--- src/rtl/ex3_conv_scheduler_if.sv ---
// Word-level request/result bundle for ex3_conv_scheduler.
// The master side is the requesters plus the result consumer; the slave side is the scheduler.
interface ex3_conv_scheduler_if #(
    parameter int unsigned W = 5
);
    logic [1:0]     req_valid;
    logic [2*W-1:0] req_word;
    logic [1:0]     req_ready;
    logic           res_valid;
    logic           res_ready;
    logic [W-1:0]   res_data;
    logic           res_id;
    logic           res_err;

    modport master (
        output req_valid, req_word, res_ready,
        input  req_ready, res_valid, res_data, res_id, res_err
    );

    modport slave (
        input  req_valid, req_word, res_ready,
        output req_ready, res_valid, res_data, res_id, res_err
    );
endinterface

--- src/rtl/ex3_conv_scheduler.sv ---
// Round-robin scheduler sharing one bit-serial Ex-3-to-binary converter between two requesters.
// Optional ERR_CHECK_EN: words below 3 bypass the converter and return res_err=1, res_data=0.
module ex3_conv_scheduler #(
    parameter int unsigned W        = 5,
    parameter int unsigned CONV_LAT = 1
) (
    input  logic                clk,
    input  logic                rst,
    ex3_conv_scheduler_if.slave bus,
    output logic                conv_rst,
    output logic                conv_inp,
    input  logic                conv_outp
);
    localparam int unsigned CntW = $clog2(W + CONV_LAT + 1);

    typedef enum logic [2:0] {StIdle, StCrst, StShift, StDrain, StDone} state_e;

    state_e          state_q, state_d;
    logic [CntW-1:0] cnt_q, cnt_d;
    logic [CntW-1:0] bit_idx;
    logic [W-1:0]    word_q, word_d;
    logic [W-1:0]    res_q, res_d;
    logic            id_q, id_d;
    logic            ptr_q, ptr_d;
    logic            err_q, err_d;
    logic            crst_q, crst_d;
    logic [1:0]      grant;
    logic            gnt_id;
    logic            accept;
    logic [W-1:0]    gnt_word;

    // Grant only in IDLE and never while reset is asserted, even if requests are held.
    always_comb begin
        grant  = 2'b00;
        gnt_id = 1'b0;
        if (state_q == StIdle && rst) begin
            if (bus.req_valid[ptr_q]) begin
                gnt_id        = ptr_q;
                grant[ptr_q]  = 1'b1;
            end else if (bus.req_valid[!ptr_q]) begin
                gnt_id        = !ptr_q;
                grant[!ptr_q] = 1'b1;
            end
        end
    end

    assign accept   = |grant;
    assign gnt_word = gnt_id ? bus.req_word[2*W-1:W] : bus.req_word[W-1:0];
    assign bit_idx  = cnt_q - CntW'(CONV_LAT);

    always_comb begin
        state_d  = state_q;
        cnt_d    = cnt_q;
        word_d   = word_q;
        res_d    = res_q;
        id_d     = id_q;
        ptr_d    = ptr_q;
        err_d    = err_q;
        conv_inp = 1'b0;

        // Converter output lags the input by CONV_LAT cycles, so capture trails the shift count.
        if ((state_q == StShift || state_q == StDrain) && cnt_q >= CntW'(CONV_LAT)) begin
            res_d[bit_idx] = conv_outp;
        end

        unique case (state_q)
            StIdle: begin
                if (accept) begin
                    word_d  = gnt_word;
                    id_d    = gnt_id;
                    ptr_d   = !gnt_id;
                    res_d   = '0;
                    err_d   = 1'b0;
                    cnt_d   = '0;
                    state_d = StCrst;
`ifdef ERR_CHECK_EN
                    if (gnt_word < W'(3)) begin
                        err_d   = 1'b1;
                        state_d = StDone;
                    end
`endif
                end
            end
            StCrst: begin
                cnt_d   = '0;
                state_d = StShift;
            end
            StShift: begin
                conv_inp = word_q[cnt_q];
                cnt_d    = cnt_q + 1'b1;
                if (cnt_q == CntW'(W - 1)) begin
                    state_d = StDrain;
                end
            end
            StDrain: begin
                cnt_d = cnt_q + 1'b1;
                if (cnt_q == CntW'(W + CONV_LAT - 1)) begin
                    state_d = StDone;
                end
            end
            StDone: begin
                if (bus.res_ready) begin
                    state_d = StIdle;
                end
            end
            default: state_d = StIdle;
        endcase

        // Rejected words keep the converter parked in reset for the whole result phase.
        crst_d = (state_d == StCrst) || ((state_d == StDone) && err_d);
    end

    always_ff @(posedge clk or negedge rst) begin
        if (!rst) begin
            state_q <= StIdle;
            cnt_q   <= '0;
            word_q  <= '0;
            res_q   <= '0;
            id_q    <= 1'b0;
            ptr_q   <= 1'b0;
            err_q   <= 1'b0;
            crst_q  <= 1'b1;
        end else begin
            state_q <= state_d;
            cnt_q   <= cnt_d;
            word_q  <= word_d;
            res_q   <= res_d;
            id_q    <= id_d;
            ptr_q   <= ptr_d;
            err_q   <= err_d;
            crst_q  <= crst_d;
        end
    end

    assign conv_rst      = crst_q;
    assign bus.req_ready = grant;
    assign bus.res_valid = (state_q == StDone);
    assign bus.res_data  = res_q;
    assign bus.res_id    = id_q;
    assign bus.res_err   = err_q;
endmodule

--- src/flat_wrapper.sv ---
// flat-port wrapper written by rule: the top's interface ports become plain ports
module ex3_conv_scheduler_flat 
#(
    parameter int unsigned W        = 5,
    parameter int unsigned CONV_LAT = 1
)
  (clk, rst, conv_rst, conv_inp, conv_outp, bus_req_valid, bus_req_word, bus_res_ready, bus_req_ready, bus_res_valid, bus_res_data, bus_res_id, bus_res_err);
  ex3_conv_scheduler_if #(.W(W)) bus_i ();
  input  logic clk;
  input  logic rst;
  output logic conv_rst;
  output logic conv_inp;
  input  logic conv_outp;
  input wire logic [$bits(bus_i.req_valid)-1:0] bus_req_valid;
  input wire logic [$bits(bus_i.req_word)-1:0] bus_req_word;
  input wire logic [$bits(bus_i.res_ready)-1:0] bus_res_ready;
  output wire logic [$bits(bus_i.req_ready)-1:0] bus_req_ready;
  output wire logic [$bits(bus_i.res_valid)-1:0] bus_res_valid;
  output wire logic [$bits(bus_i.res_data)-1:0] bus_res_data;
  output wire logic [$bits(bus_i.res_id)-1:0] bus_res_id;
  output wire logic [$bits(bus_i.res_err)-1:0] bus_res_err;
  assign bus_i.req_valid = bus_req_valid;
  assign bus_i.req_word = bus_req_word;
  assign bus_i.res_ready = bus_res_ready;
  assign bus_req_ready = bus_i.req_ready;
  assign bus_res_valid = bus_i.res_valid;
  assign bus_res_data = bus_i.res_data;
  assign bus_res_id = bus_i.res_id;
  assign bus_res_err = bus_i.res_err;
  ex3_conv_scheduler #(.W(W), .CONV_LAT(CONV_LAT)) u_core (.clk(clk), .rst(rst), .bus(bus_i), .conv_rst(conv_rst), .conv_inp(conv_inp), .conv_outp(conv_outp));
endmodule
--- config.mk ---
export PLATFORM = sky130hd
export DESIGN_NAME = ex3_conv_scheduler_flat
export DESIGN_NICKNAME = d
export VERILOG_FILES = /design/src/rtl/ex3_conv_scheduler_if.sv /design/src/rtl/ex3_conv_scheduler.sv /design/src/flat_wrapper.sv
export SDC_FILE = /design/constraint.sdc
export NUM_CORES = 1
export LEC_CHECK = 0
export BUFFER_PORTS_ARGS = -buffer_cell sky130_fd_sc_hd__buf_2
export CAP_MARGIN = 10
export CORE_MARGIN = 1.5
export CORE_UTILIZATION = 48
export CTS_BUF_LIST = sky130_fd_sc_hd__clkbuf_4
export DETAILED_ROUTE_END_ITERATION = 8
export PLACE_DENSITY_LB_ADDON = 0.15
export SLEW_MARGIN = 10
export SYNTH_ARGS = -nofsm -noshare
export SYNTH_HDL_FRONTEND = slang
export SYNTH_SLANG_ARGS = --single-unit
--- constraint.sdc ---
create_clock -name clk -period 1.5 [get_ports clk]
set_input_delay 0 -clock clk [delete_from_list [all_inputs] [get_ports clk]]
set_output_delay 0 -clock clk [all_outputs]
set_load 0.1 [all_outputs]
==> impl_metrics.json, run 1 <==
{
  "crit_end": "conv_inp",
  "synth-main-ff-cell": "dfrtp_1",
  "total_power_mw": 4.06,
  "utilization": 0.857,
  "grt_max_degree": 21,
  "final.setup_skew_ns": 0.00597,
  "ctsRootBufferMaster": "clkbuf_4",
  "clk_pin_slew_ns": 0.11,
  "n_antenna_cell": 0,
  "core_region_area_sq_mm": 0.00204,
  "synthArstFlopShare": 1.00,
  "dp_slack_ns": -0.146,
  "r2r_slack_ns": -0.23,
  "worst_slack_ns": -0.371,
  "drt_pass1_iterations": 5,
  "path_max_fanout": 2,
  "drt-total-wl_microns": 3760,
  "leakage_nw": 0.890,
  "placed_area_sq_mm": 0.00142,
  "ios": 28,
  "mostFrequentLayoutCell": "buf_2",
  "clockBufferDepth": 2,
  "nets": 181,
  "synth.area.top_cells": "dfrtp_1, a222oi_1, ha_1",
  "ant_nets": 0,
  "cp-end-kind": "output pin",
  "power_frac_seq": 0.251,
  "fin_hold_ws_ns": 0.0711,
  "rsz0062_at_grt": "yes",
  "fin_crit_sh": 1.25,
  "syn_nets": 118,
  "syn_area_sq_mm": 0.00107,
  "slew_headroom": 0.667,
  "maxCapViolations": 0,
  "ys_ff_latch": 20,
  "vias_per_cell": 6.01,
  "clock_power_share": 0.070,
  "avgSynthCellArea_sq_um": 11.0,
  "p_int_mw": 1.95,
  "cts_buffers": 3,
  "holdCritPathClass": "primary input to flop",
  "fin_area_sq_mm": 0.00175,
  "startpoint": "u_core.cnt_q[0]$_DFFE_PN0P_",
  "clk_latency_ns": 0.30,
  "critical_path.max_stage_delay_ns": 0.54,
  "syn_inst": 98,
  "hpwl_microns": 1770,
  "vias": 1124,
  "required_ns": 1.50,
  "setup.worst_path.start_class": "flop",
  "synth_cell_types": 40,
  "fin_crit_ns": 1.87,
  "dieHeight_microns": 50.3,
  "peakVddDrop_mv": 1.98,
  "ff2ff_path_depth": 6,
  "grt_pass1_vias": 1109,
  "finalSetupViolations": 17,
  "cp_num_cells": 5,
  "grt_overflow": 0,
  "slew_viol_final": 0,
  "crit_buf_inv": 1,
  "dieArea_sq_mm": 0.00253,
  "max_freq_mhz": 534,
  "power_frac_comb": 0.679,
  "antenna_found_initial": 0,
  "ys_seq_area_frac": 0.467,
  "synth_warnings": 0,
  "die_w_microns": 50.3,
  "track_usage": 0.289,
  "cp_slowest_cell": "mux4_2",
  "wire_per_inst_microns": 20.1,
  "hold_viol": 0,
  "mostFrequentLayoutCells": "buf_2, buf_4, dfrtp_1",
  "violations": "setup timing",
  "worstReg2RegStart": "u_core.cnt_q[1]$_DFFE_PN0P_",
  "h-tree-depth": 1,
  "grt_pass1_wl_microns": 5260,
  "crit_chain": "mux4_2 > nor2b_4 > a41oi_4 > nor3_4 > buf_12",
  "status": "finished with violations",
  "cp_top_family": "multiplexers",
  "drt-initial-drc-count": 39,
  "switching_share": 0.519,
  "route.detailed.drc": 0,
  "yosysTopAreaCell": "dfrtp_1",
  "worstMarginPinSlew_ns": 0.502,
  "timing.rr.end": "u_core.bus.res_data[2]$_DFF_PN0_",
  "synth_top_area_share": 0.443,
  "placement_rows": 16,
  "cts_tree": "built",
  "synth_edf_count": 0,
  "clock-sinks": 20,
  "portBuffers": 27,
  "crit_arrival_ns": 1.87,
  "critPathKind": "flop to output pin",
  "drive_gt1_frac": 0.506,
  "power_density_mw_per_mm2": 2320,
  "initial_core_util": 0.526,
  "power.net_switching_mw": 2.11,
  "place.gp.congestion": 0.771,
  "area_growth_pct": 62.9
}
-- flip-flops by register name (all words and copies together), names as in the netlist --
name,count
u_core.bus.res_id,1
u_core.bus.res_err,1
u_core.word_q,5
u_core.ptr_q,1
u_core.bus.res_data,5
u_core.cnt_q,3
u_core.state_q,3
u_core.conv_rst,1
-- per-stage QoR --
step / TNS (ns) / instances
after floorplan: -0.262 / 98
after global placement: -0.157 / 165
after detailed placement: -0.373 / 165
after CTS: -0.767 / 184
after global routing: -2.95 / 187
final: -1.87 / 187
-- repair_timing --
action,in CTS,in global routing
pin swaps,6,6
setup endpoints to repair,8,21
endpoints found under the hold margin,27,0
buffers inserted,4,3
hold buffers,12,0
cloned,0,0
gates resized for setup,16,18
-- tightest hold or removal path, delay by kind of cell --
kind	cells	cell delay [ns]
AO/OA/AOI/OAI	1	0.21
AND/OR/NAND/NOR	1	0.04
buffers and inverters	1	0.08
-- cells in the mapped netlist, drive strengths merged, types with 2 or more instances --
cell type,n
dfrtp,19
inv,8
nor2,7
a222oi,5
nand2,5
buf,4
ha,4
mux2i,4
o21ai,4
a21o,3
and3,3
a21oi,2
a22o,2
and2,2
nand2b,2
nor2b,2
nor3,2
nor4b,2
-- area by class of cell --
| class | count | area, sq um |
|---|---|---|
| sequential | 20 | 503 |
| clock buffer | 4 | 30.0 |
| timing repair buffer | 63 | 507 |
| inverter | 8 | 35.0 |
| fill | 99 | 293 |
| tap | 27 | 33.8 |
| multi-input combinational | 65 | 641 |
-- power by group through the flow --
stage | sequential [mW] | clock [mW] | combinational, mW
global route | 1.04 | 0.315 | 2.88
CTS | 0.948 | 0.292 | 2.38
finish | 1.02 | 0.282 | 2.76
detailed placement | 0.958 | 0 | 2.19
floorplan | 1.53 | 0 | 1.02
global placement | 0.942 | 0 | 2.15
-- layer usage --
metal  up-vias  global-route usage  share of wire
li1        479                   -              -
met1       554               0.340           0.35
met2        68               0.487           0.54
met3        23              0.0417          0.060
met4         0               0.194          0.048
met5         -                   0              0
-- worst min path at each step --
stage                        from  cells past startpoint                                to  slack, ns
detailed placement            rst                      2       u_core.state_q[0]$_DFF_PN0_     -0.005
CTS                 bus_res_ready                      3       u_core.state_q[2]$_DFF_PN0_       0.06
global route        bus_res_ready                      3       u_core.state_q[2]$_DFF_PN0_       0.07
finish              bus_res_ready                      3       u_core.state_q[2]$_DFF_PN0_       0.07
global placement              rst                      2       u_core.state_q[0]$_DFF_PN0_     -0.006
floorplan                     rst                      0  u_core.bus.res_data[0]$_DFF_PN0_      -0.30
-- cells by family (layout without fill, tap and decap cells) --
| kind of cell | Yosys count | count (layout) | synth area share |
|---|---|---|---|
| simple gates | 33 | 33 | 0.189 |
| fa+ha+maj | 4 | 4 | 0.0466 |
| xor+xnor | 1 | 1 | 0.00816 |
| compound gates | 21 | 21 | 0.160 |
| mux | 6 | 6 | 0.0688 |
| flops | 20 | 20 | 0.467 |
| buf+inv | 13 | 75 | 0.0606 |
Power figures use the tool's default switching activity.
==> inputs of run 2 (changes only) <==
--- a/config.mk
+++ b/config.mk
@@ -7,8 +7,10 @@
 export LEC_CHECK = 0
 export BUFFER_PORTS_ARGS = -buffer_cell sky130_fd_sc_hd__buf_2
 export CAP_MARGIN = 10
+export CELL_PAD_IN_SITES_DETAIL_PLACEMENT = 0
+export CELL_PAD_IN_SITES_GLOBAL_PLACEMENT = 1
 export CORE_MARGIN = 1.5
-export CORE_UTILIZATION = 48
+export CORE_UTILIZATION = 41
 export CTS_BUF_LIST = sky130_fd_sc_hd__clkbuf_4
 export DETAILED_ROUTE_END_ITERATION = 8
 export PLACE_DENSITY_LB_ADDON = 0.15
==> constraint.sdc (replaced) <==
create_clock -name clk -period 2.13 [get_ports clk]
set_input_delay 0 -clock clk [delete_from_list [all_inputs] [get_ports clk]]
set_output_delay 0 -clock clk [all_outputs]
set_load 0.1 [all_outputs]
==> run 2 against run 1 <==
The flow now finishes without violations. Critical path depth grew 1. Design area shrank 20%. Highest routed layer unchanged. Setup slack gained 0.47 ns. Non-clock buffer count shrank 21. Critical path type is now flop to flop. Clock power shrank 36%. Register-to-register slack gained 0.33 ns. Flip-flop and latch count is the same. Die area grew 16%. Core utilization shrank 29 points. Global-route usage shrank 11 points. Largest cell class unchanged. Sequential share of layout area grew 7.4 points. Worst hold slack lost 0.0032 ns.
==> impl_metrics.json, run 2 (synthesized netlist as in run 1, its figures left out) <==
{
  "status": "finished clean",
  "fin_crit_sh": 0.952,
  "grt_pass1_vias": 857,
  "vias": 886,
  "worstMarginPinSlew_ns": 0.494,
  "area_growth_pct": 30.2,
  "finalSetupViolations": 0,
  "drt-initial-drc-count": 31,
  "core_region_area_sq_mm": 0.00248,
  "worstReg2RegStart": "u_core.state_q[1]$_DFF_PN0_",
  "h-tree-depth": 1,
  "drt-total-wl_microns": 2260,
  "cts_buffers": 3,
  "clock-sinks": 20,
  "tns_ns": 0,
  "power_frac_seq": 0.326,
  "dp_slack_ns": 0.339,
  "power.net_switching_mw": 1.16,
  "switching_share": 0.527,
  "dp_cells": 152,
  "ios": 28,
  "fin_crit_ns": 2.03,
  "route.detailed.drc": 0,
  "min_to": "u_core.state_q[2]$_DFF_PN0_",
  "grt_max_degree": 21,
  "r2r_slack_ns": 0.10,
  "drt_pass1_iterations": 5,
  "worst_slack_ns": 0.101,
  "layout.cells.non_filler": 169,
  "nFillCells": 221,
  "critPathKind": "flop to flop",
  "p_int_mw": 1.04,
  "hpwl_microns": 1600,
  "power_density_mw_per_mm2": 1570,
  "mostFrequentLayoutCells": "buf_2, dfrtp_1, dlygate4sd3_1",
  "slew_viol_final": 0,
  "hold_viol": 0,
  "setup.worst_path.start_class": "flop",
  "grt_overflow": 0,
  "ff2ff_path_depth": 6,
  "power_frac_comb": 0.592,
  "max_freq_mhz": 493,
  "nets": 160,
  "slew_headroom": 0.673,
  "final.setup_skew_ns": 0.00628,
  "clk_latency_ns": 0.30,
  "dieArea_sq_mm": 0.00293,
  "clk_pin_slew_ns": 0.10,
  "placed_area_sq_mm": 0.00123,
  "whs_path_depth": 3,
  "n_antenna_cell": 0,
  "holdCritPathClass": "primary input to flop",
  "mostFrequentLayoutCell": "buf_2",
  "track_usage": 0.176,
  "maxCapViolations": 0,
  "min_from": "bus_res_ready",
  "cts_tree": "built",
  "rsz0062_at_grt": "no",
  "place.gp.congestion": 0.740,
  "fin_area_sq_mm": 0.00140,
  "portBuffers": 27,
  "wire_per_inst_microns": 13.4,
  "vias_per_cell": 5.24,
  "ctsRootBufferMaster": "clkbuf_4",
  "cp-end-kind": "flop",
  "die_w_microns": 54.2,
  "leakage_nw": 0.753,
  "path_max_fanout": 8,
  "placement_rows": 18,
  "ant_nets": 0,
  "drive_gt1_frac": 0.317,
  "antenna_found_initial": 0,
  "clockBufferDepth": 2,
  "required_ns": 2.37,
  "clock_power_share": 0.082,
  "crit_arrival_ns": 2.27,
  "peakVddDrop_mv": 1.13,
  "initial_core_util": 0.433,
  "grt_pass1_wl_microns": 3650,
  "timing.rr.end": "u_core.word_q[0]$_DFFE_PN0P_",
  "dieHeight_microns": 54.2
}
-- run 2: through the flow --
| stage | util | power (mW) | hold slack [ns] |
|---|---|---|---|
| finish | 0.564 | 2.20 | 0.0678 |
| global route | 0.564 | 2.36 | 0.0700 |
| CTS | 0.556 | 2.20 | 0.0540 |
| detailed placement | 0.497 | 1.96 | -0.000543 |
| global placement | 0.497 | 1.96 | -0.00203 |
| floorplan | - | 1.74 | -0.296 |
-- run 2: repair_timing --
action	in CTS	in global routing
hold buffers	12	0
resized for setup	0	5
setup endpoints to repair	0	4
hold endpoints to repair	29	0
buffers inserted	0	1
-- run 2: how the worst max path moves through the flow --
stage          slack, ns  cells past startpoint                        start                               end
5_1_grt             0.02                      6  u_core.state_q[1]$_DFF_PN0_      u_core.word_q[3]$_DFFE_PN0P_
6_report            0.10                      6  u_core.state_q[1]$_DFF_PN0_      u_core.word_q[0]$_DFFE_PN0P_
3_3_place_gp        0.37                      5  u_core.cnt_q[0]$_DFFE_PN0P_  u_core.bus.res_data[2]$_DFF_PN0_
4_1_cts             0.03                      5  u_core.state_q[1]$_DFF_PN0_      u_core.word_q[3]$_DFFE_PN0P_
2_1_floorplan      0.009                      4  u_core.cnt_q[0]$_DFFE_PN0P_                          conv_inp
3_5_place_dp        0.34                      5  u_core.cnt_q[0]$_DFFE_PN0P_  u_core.bus.res_data[2]$_DFF_PN0_
-- run 2: area by class of cell --
class	instances	area, sq um	share of cell area
Timing Repair Buffer	42	278	0.199
Multi-Input combinational cell	65	520	0.372
Tap cell	30	37.5	0.0269
Clock buffer	3	22.5	0.0161
Clock inverter	1	3.75	0.00269
Sequential cell	20	505	0.362
Inverter	8	30.0	0.0215
-- run 2: layer usage --
metal,part of all wire,GRT usage
met5,0,0
met4,0.0084,0.0625
met3,0.031,0.0250
met2,0.52,0.307
met1,0.44,0.218
-- run 2: critical path: stages, from the launching register on --
cell           delay (ns)
dfrtp_2              0.48
nor4b_4              0.40
and3_1               0.24
buf_4                0.15
a222oi_1             0.09
dlygate4sd3_1        0.57
inv_1                0.05
-- run 2: power by group through the flow --
stage               combinational [mW]  clock (mW)  sequential [mW]
CTS                               1.30       0.186            0.711
floorplan                        0.665           0             1.08
global route                      1.41       0.204            0.741
global placement                  1.24           0            0.714
detailed placement                1.24           0            0.719
finish                            1.30       0.180            0.716
